--- config.mk ---
export PLATFORM = sky130hd
export DESIGN_NAME = aes_inv_key_sched
export DESIGN_NICKNAME = d
export VERILOG_FILES = /design/src/rtl/aes_pkg.sv /design/src/rtl/aes_key_step.sv /design/src/rtl/sub_byte.sv /design/src/rtl/aes_inv_key_sched.sv
export SDC_FILE = /design/constraint.sdc
export NUM_CORES = 2
export LEC_CHECK = 0
export ABC_CLOCK_PERIOD_IN_PS = 47300
export CORE_ASPECT_RATIO = 1.4
export CORE_MARGIN = 1.5
export CORE_UTILIZATION = 60
export DETAILED_ROUTE_END_ITERATION = 8
export PLACE_DENSITY = 0.78
export SYNTH_ARGS = -nofsm -noshare
export SYNTH_HDL_FRONTEND = slang
export SYNTH_HIERARCHICAL = 1
export SYNTH_SLANG_ARGS = --single-unit
--- constraint.sdc ---
create_clock -name clk -period 47.3 [get_ports clk]
set_input_delay 9.46 -clock clk [delete_from_list [all_inputs] [get_ports clk]]
set_output_delay 9.46 -clock clk [all_outputs]
set_load 0.05 [all_outputs]
--- src/rtl/aes_pkg.sv ---
// Shared constants, state encoding and round-constant table for the AES-128
// inverse key scheduler.
package aes_pkg;

    localparam int NR    = 10;
    localparam int KEY_W = 128;

    typedef enum logic [1:0] {
        IDLE = 2'd0,
        FWD  = 2'd1,
        REV  = 2'd2
    } state_t;

    // Round constant for expansion step idx (0..9), placed in byte 3 by the caller.
    function automatic logic [7:0] rcon(input logic [3:0] idx);
        logic [7:0] rc;
        case (idx)
            4'd0:    rc = 8'h01;
            4'd1:    rc = 8'h02;
            4'd2:    rc = 8'h04;
            4'd3:    rc = 8'h08;
            4'd4:    rc = 8'h10;
            4'd5:    rc = 8'h20;
            4'd6:    rc = 8'h40;
            4'd7:    rc = 8'h80;
            4'd8:    rc = 8'h1b;
            4'd9:    rc = 8'h36;
            default: rc = 8'h00;
        endcase
        return rc;
    endfunction

endpackage

--- src/rtl/aes_key_step.sv ---
// One combinational AES-128 key-expansion step, forward (dir=0) or inverse (dir=1),
// built around a single shared SubWord.
module aes_key_step
    import aes_pkg::*;
(
    input  logic [KEY_W-1:0] key,
    input  logic [7:0]       rcon_b,
    input  logic             dir,
    output logic [KEY_W-1:0] key_out
);

    logic [31:0] w0, w1, w2, w3;
    logic [31:0] sub_src, rot_word, sub_word, t;
    logic [31:0] f0, f1, f2, f3;
    logic [31:0] p0, p1, p2, p3;

    assign w0 = key[127:96];
    assign w1 = key[95:64];
    assign w2 = key[63:32];
    assign w3 = key[31:0];

    // Inverse direction first recovers the previous w3 (= w7 ^ w6) to feed SubWord.
    assign sub_src  = dir ? (w3 ^ w2) : w3;
    assign rot_word = {sub_src[23:0], sub_src[31:24]};

    for (genvar b = 0; b < 4; b++) begin : g_sbox
        sub_byte u_sub_byte (
            .a (rot_word[8*b +: 8]),
            .y (sub_word[8*b +: 8])
        );
    end

    assign t = sub_word ^ {rcon_b, 24'h000000};

    assign f0 = w0 ^ t;
    assign f1 = w1 ^ f0;
    assign f2 = w2 ^ f1;
    assign f3 = w3 ^ f2;

    assign p3 = w3 ^ w2;
    assign p2 = w2 ^ w1;
    assign p1 = w1 ^ w0;
    assign p0 = w0 ^ t;

    assign key_out = dir ? {p0, p1, p2, p3} : {f0, f1, f2, f3};

endmodule

--- src/rtl/sub_byte.sv ---
// AES S-box for one byte: GF(2^8) inverse (x^254) followed by the affine map.
module sub_byte (
    input  logic [7:0] a,
    output logic [7:0] y
);

    function automatic logic [7:0] gf_mul(input logic [7:0] x, input logic [7:0] z);
        logic [7:0] p;
        logic [7:0] acc;
        p   = 8'h00;
        acc = x;
        for (int i = 0; i < 8; i++) begin
            if (z[i]) p = p ^ acc;
            acc = {acc[6:0], 1'b0} ^ (acc[7] ? 8'h1b : 8'h00);
        end
        return p;
    endfunction

    function automatic logic [7:0] rotl(input logic [7:0] b, input int k);
        return (b << k) | (b >> (8 - k));
    endfunction

    // x^254 = x^2 * x^4 * ... * x^128; zero maps to zero without special casing.
    function automatic logic [7:0] sbox(input logic [7:0] x);
        logic [7:0] sq;
        logic [7:0] inv;
        sq  = x;
        inv = 8'h01;
        for (int k = 1; k < 8; k++) begin
            sq  = gf_mul(sq, sq);
            inv = gf_mul(inv, sq);
        end
        return inv ^ rotl(inv, 1) ^ rotl(inv, 2) ^ rotl(inv, 3) ^ rotl(inv, 4) ^ 8'h63;
    endfunction

    assign y = sbox(a);

endmodule

--- src/rtl/aes_inv_key_sched.sv ---
// Iterative AES-128 reverse key scheduler: runs the schedule forward, then streams
// round keys 10..0 over valid/ready. Optional key cache: AES_INV_KEY_CACHE_EN.
module aes_inv_key_sched
    import aes_pkg::*;
#(
    parameter int NR    = 10,
    parameter int KEY_W = 128
) (
    input  logic             clk,
    input  logic             rst_n,
    input  logic             start,
    input  logic [KEY_W-1:0] key_in,
    output logic             busy,
    output logic             rk_valid,
    input  logic             rk_ready,
    output logic [KEY_W-1:0] rk_out,
    output logic [3:0]       rk_round,
    output logic             done
);

    if (NR != aes_pkg::NR || KEY_W != aes_pkg::KEY_W) begin : g_param_check
        $error("aes_inv_key_sched supports only NR=10 and KEY_W=128");
    end

    state_t           state;
    logic [KEY_W-1:0] key_reg;
    logic [3:0]       ctr;
    logic [KEY_W-1:0] step_in;
    logic [KEY_W-1:0] step_out;
    logic [7:0]       step_rcon;
    logic             step_dir;
    logic             cache_hit;

    // FWD walks key_reg forward; REV walks the presented key backward.
    assign step_dir  = (state == REV);
    assign step_in   = step_dir ? rk_out : key_reg;
    assign step_rcon = step_dir ? rcon(rk_round - 4'd1) : rcon(ctr);
    assign busy      = (state != IDLE);

    aes_key_step u_step (
        .key     (step_in),
        .rcon_b  (step_rcon),
        .dir     (step_dir),
        .key_out (step_out)
    );

`ifdef AES_INV_KEY_CACHE_EN
    logic [KEY_W-1:0] cache_key;
    logic [KEY_W-1:0] cache_rk10;
    logic             cache_valid;

    assign cache_hit = cache_valid && (key_in == cache_key);

    // The key is remembered at start; the pair only becomes valid once FWD finishes.
    always_ff @(posedge clk or negedge rst_n) begin
        if (!rst_n) begin
            cache_key   <= '0;
            cache_rk10  <= '0;
            cache_valid <= 1'b0;
        end else begin
            if (state == IDLE && start && !cache_hit) begin
                cache_key   <= key_in;
                cache_valid <= 1'b0;
            end
            if (state == FWD && ctr == 4'd9) begin
                cache_rk10  <= step_out;
                cache_valid <= 1'b1;
            end
        end
    end
`else
    assign cache_hit = 1'b0;
`endif

    always_ff @(posedge clk or negedge rst_n) begin
        if (!rst_n) begin
            state    <= IDLE;
            key_reg  <= '0;
            ctr      <= 4'd0;
            rk_valid <= 1'b0;
            rk_out   <= '0;
            rk_round <= 4'd0;
            done     <= 1'b0;
        end else begin
            done <= 1'b0;
            case (state)
                IDLE: begin
                    if (start) begin
                        if (cache_hit) begin
`ifdef AES_INV_KEY_CACHE_EN
                            rk_out   <= cache_rk10;
`endif
                            rk_round <= 4'(NR);
                            state    <= REV;
                        end else begin
                            key_reg <= key_in;
                            ctr     <= 4'd0;
                            state   <= FWD;
                        end
                    end
                end
                FWD: begin
                    key_reg <= step_out;
                    ctr     <= ctr + 4'd1;
                    if (ctr == 4'(NR - 1)) begin
                        state    <= REV;
                        rk_valid <= 1'b1;
                        rk_round <= 4'(NR);
                        rk_out   <= step_out;
                    end
                end
                REV: begin
                    // A cache hit enters REV with the key loaded but not yet presented.
                    if (!rk_valid) begin
                        rk_valid <= 1'b1;
                    end else if (rk_ready) begin
                        if (rk_round != 4'd0) begin
                            rk_out   <= step_out;
                            rk_round <= rk_round - 4'd1;
                        end else begin
                            rk_valid <= 1'b0;
                            done     <= 1'b1;
                            state    <= IDLE;
                        end
                    end
                end
                default: state <= IDLE;
            endcase
        end
    end

endmodule
==> impl_results.md <==
* Share of async-settable or async-resettable flops after synthesis at 100.0%
* Total detailed-routing wirelength at 240100 um
* Clock tree sinks at 268
* Share of layout cells above drive strength 1 at 13.42%
* Via count normalized by instance count at 6.294
* Pin count of the biggest net entering global routing at 238
* Crit. End Element: flop
* Instance count of the mapped netlist at 9301
* Unique cell type count in the Yosys netlist at 121
* Clk_lat worst skew at 570 ps
* Setup Crit Path Kind: flop to flop
* Number of hold violations in the final report at 0
* GR Util All Layers at 35.19%
* Die outline height at 430.3 um
* Result of the run: finished clean
* Leading cell type in the layout, fill and taps excluded: xnor2_1
* Worst Setup Start Kind: flop
* Required arrival time at the worst endpoint at 47760 ps
* Antenna Nets Post-Route at 0
* Maximum frequency from static timing analysis at 45.96 MHz
* Largest stage delay on the critical path at 860 ps
* Number of antenna violations at the first check in global routing at 15
* Remaining global-route overflow at 0
* Count of routing violations after the opening detailed-route iteration at 6495
* Final setup violating endpoints at 0
* Sequential cell area fraction in the yosys report at 8.570%
* I/O pin count at 267
* First-pass GRT wire length at 377400 um
* Clock-pin transition on the worst setup and hold timing paths at 70 ps
* Largest buffer count on any clock path at 3
* Total die area at 132600 sq um
* Post-synthesis area per instance at 8.413 sq um
* Largest fanout on the critical path at 165
* RSZ-0062 raised after global routing: false
* Starting utilization of the core area at 60.56%
* Arrival @ worst endpoint at 22220 ps
* Worst-case headroom to the max-slew limit at 19.42%
* Total number of yosys warnings at 6
* Worst hold-check path type: flop to flop
* Nets@finish at 9399
* Post-synth EDFFs at 0
* Category of cells accounting for the largest share of critical-path delay: XOR/XNOR gates
* Number of clock buffers inserted by TritonCTS at 26
* Via count at 69123
* Iteration count of the initial detailed-routing pass at 6
* Reg-to-reg slack, setup at 25540 ps
* Final Instance Area at 83190 sq um
* Total Neg Setup Slack at 0 ps
* CTS tree: yes
* Quantity of hold-fixing buffers added after cts at 0
* Syn Std Cell Area at 78250 sq um
* Net count of the mapped netlist at 9476
* Critical path's slowest cell: xnor2_2
* Least-Margin Pin Slew at 1200 ps
* Post-layout min period at 21760 ps
* Critical Path Most Common Cell: xnor2_1
* Period utilization at 46.00%
* Die extent in x at 308.2 um
* Fin Hold WS at 474.5 ps
* Main flop type after synthesis: dfrtp_1
* Standard cell core area at 129200 sq um
* Port Buf Inserts at 266
* Most used cells in the layout excluding fill and tap cells: 1583 x xnor2_1, 1123 x nor2_1, 963 x nand2_1
* Area grow syn2layout at 6.309%
* Clk root buf: clkbuf_16
* Average routed wire per standard cell at 21.86 um
* H-tree Lvls at 1
* Final Skew at 20.98 ps
* Worst path buffer plus inverter count at 9
* Flip-flop and latch count after synthesis at 268
* Resized Gates After CTS at 0
* Last weighted congestion value of the routability-driven placer at 0.9719
* Placement Rows at 156
* Max-cap violations at 0
* # DRC at 0
* HPWL after detailed placement at 179100 um
* Placed cell area at 82320 sq um
* Fin. max-slew vios at 0
* Vias in the first global route at 67084
* Post-CTS setup-driven buffer insertion count at 0
==> metrics by stage <==
step | cells | setup slack (ps) | utilization (%)
final | 10983 | 25540 | 64.38
after global routing | 10981 | 24260 | 64.38
after CTS | 10980 | 25810 | 64.38
after detailed placement | 10934 | 25900 | 63.71
after global placement | 10934 | 26390 | 63.71
after floorplan | 9301 | 30180 | -
==> worst min-delay path, cell delays in order, from the launching register on <==
cell and delay [ps]:
dfrtp_1 340, nand2_1 40, o21ai_0 60
==> logic make-up after synthesis <==
logic type | count (synthesis) | share of synthesized area, %
AND/OR/NAND/NOR | 3149 | 18.33
XOR/XNOR | 2791 | 43.48
AO/OA/AOI/OAI | 1635 | 14.31
buffers and inverters | 724 | 4.645
multiplexers | 687 | 9.933
flip-flops | 268 | 8.570
adder cells (fa/ha/maj) | 47 | 0.7387
==> synthesized netlist by cell type, types with 43 or more instances <==
library cell / n / area share (%)
a211oi_1: 60 / 0.58
mux2i_1: 370 / 4.7
and2_1: 53 / 0.42
o211ai_1: 44 / 0.42
nor4_1: 48 / 0.38
or3_1: 45 / 0.36
nand3_1: 188 / 1.2
xnor3_2: 44 / 1.3
xnor2_1: 1642 / 18
xor3_1: 52 / 1.6
a21oi_1: 307 / 2.0
inv_1: 61 / 0.29
ha_1: 43 / 0.69
o31ai_1: 49 / 0.47
nand2_1: 963 / 4.6
buf_6: 46 / 0.66
o21ai_0: 348 / 2.2
a31oi_1: 67 / 0.54
buf_4: 50 / 0.48
xor2_2: 72 / 1.5
xnor2_2: 192 / 4.0
nor2b_1: 126 / 1.0
xnor3_1: 356 / 10
xnor2_4: 44 / 1.5
mux2_2: 196 / 2.8
buf_2: 163 / 1.0
a22oi_1: 68 / 0.65
dfrtp_1: 268 / 8.6
clkbuf_1: 300 / 1.4
o22ai_1: 110 / 0.88
mux2_4: 109 / 2.1
buf_1: 56 / 0.27
xor2_1: 365 / 4.1
o21ai_1: 80 / 0.51
nor3_1: 210 / 1.3
nor2_1: 1127 / 5.4
nand2b_1: 105 / 0.84
nand4_1: 57 / 0.46
==> final cells by class <==
| cell class | instances | area [sq um] |
|---|---|---|
| multi-input combinational | 8309 | 68460 |
| fill | 10902 | 46020 |
| sequential | 268 | 6706 |
| timing repair buffer | 522 | 4614 |
| tap | 1738 | 2175 |
| clock buffer | 39 | 810.8 |
| inverter | 97 | 364.1 |
| clock inverter | 7 | 50.05 |
| antenna | 3 | 7.507 |
==> path summary, 6_finish.rpt <==
path	from	end	cells after the start
max	state[0]	key_reg[21]	65
min	key_reg[102]	key_reg[102]	2
max reg2reg	state[0]	key_reg[21]	65
max in group asynchronous	rst_n	done	2
min reg2reg	key_reg[102]	key_reg[102]	2
min in group asynchronous	rst_n	key_reg[105]	1
==> routing by layer <==
metal	GRT usage, %	vias to the layer above	wire, um	part of all wire, %
met5	0	-	135	0.056
met4	23.02	20	17810	7.4
met3	5.569	753	18210	7.6
met2	59.47	3130	115200	48
met1	41.18	33223	88740	37
li1	-	31997	-	-
Power is not shown: default switching activity piles up to over one toggle a cycle in this logic, so the estimate is an artifact.
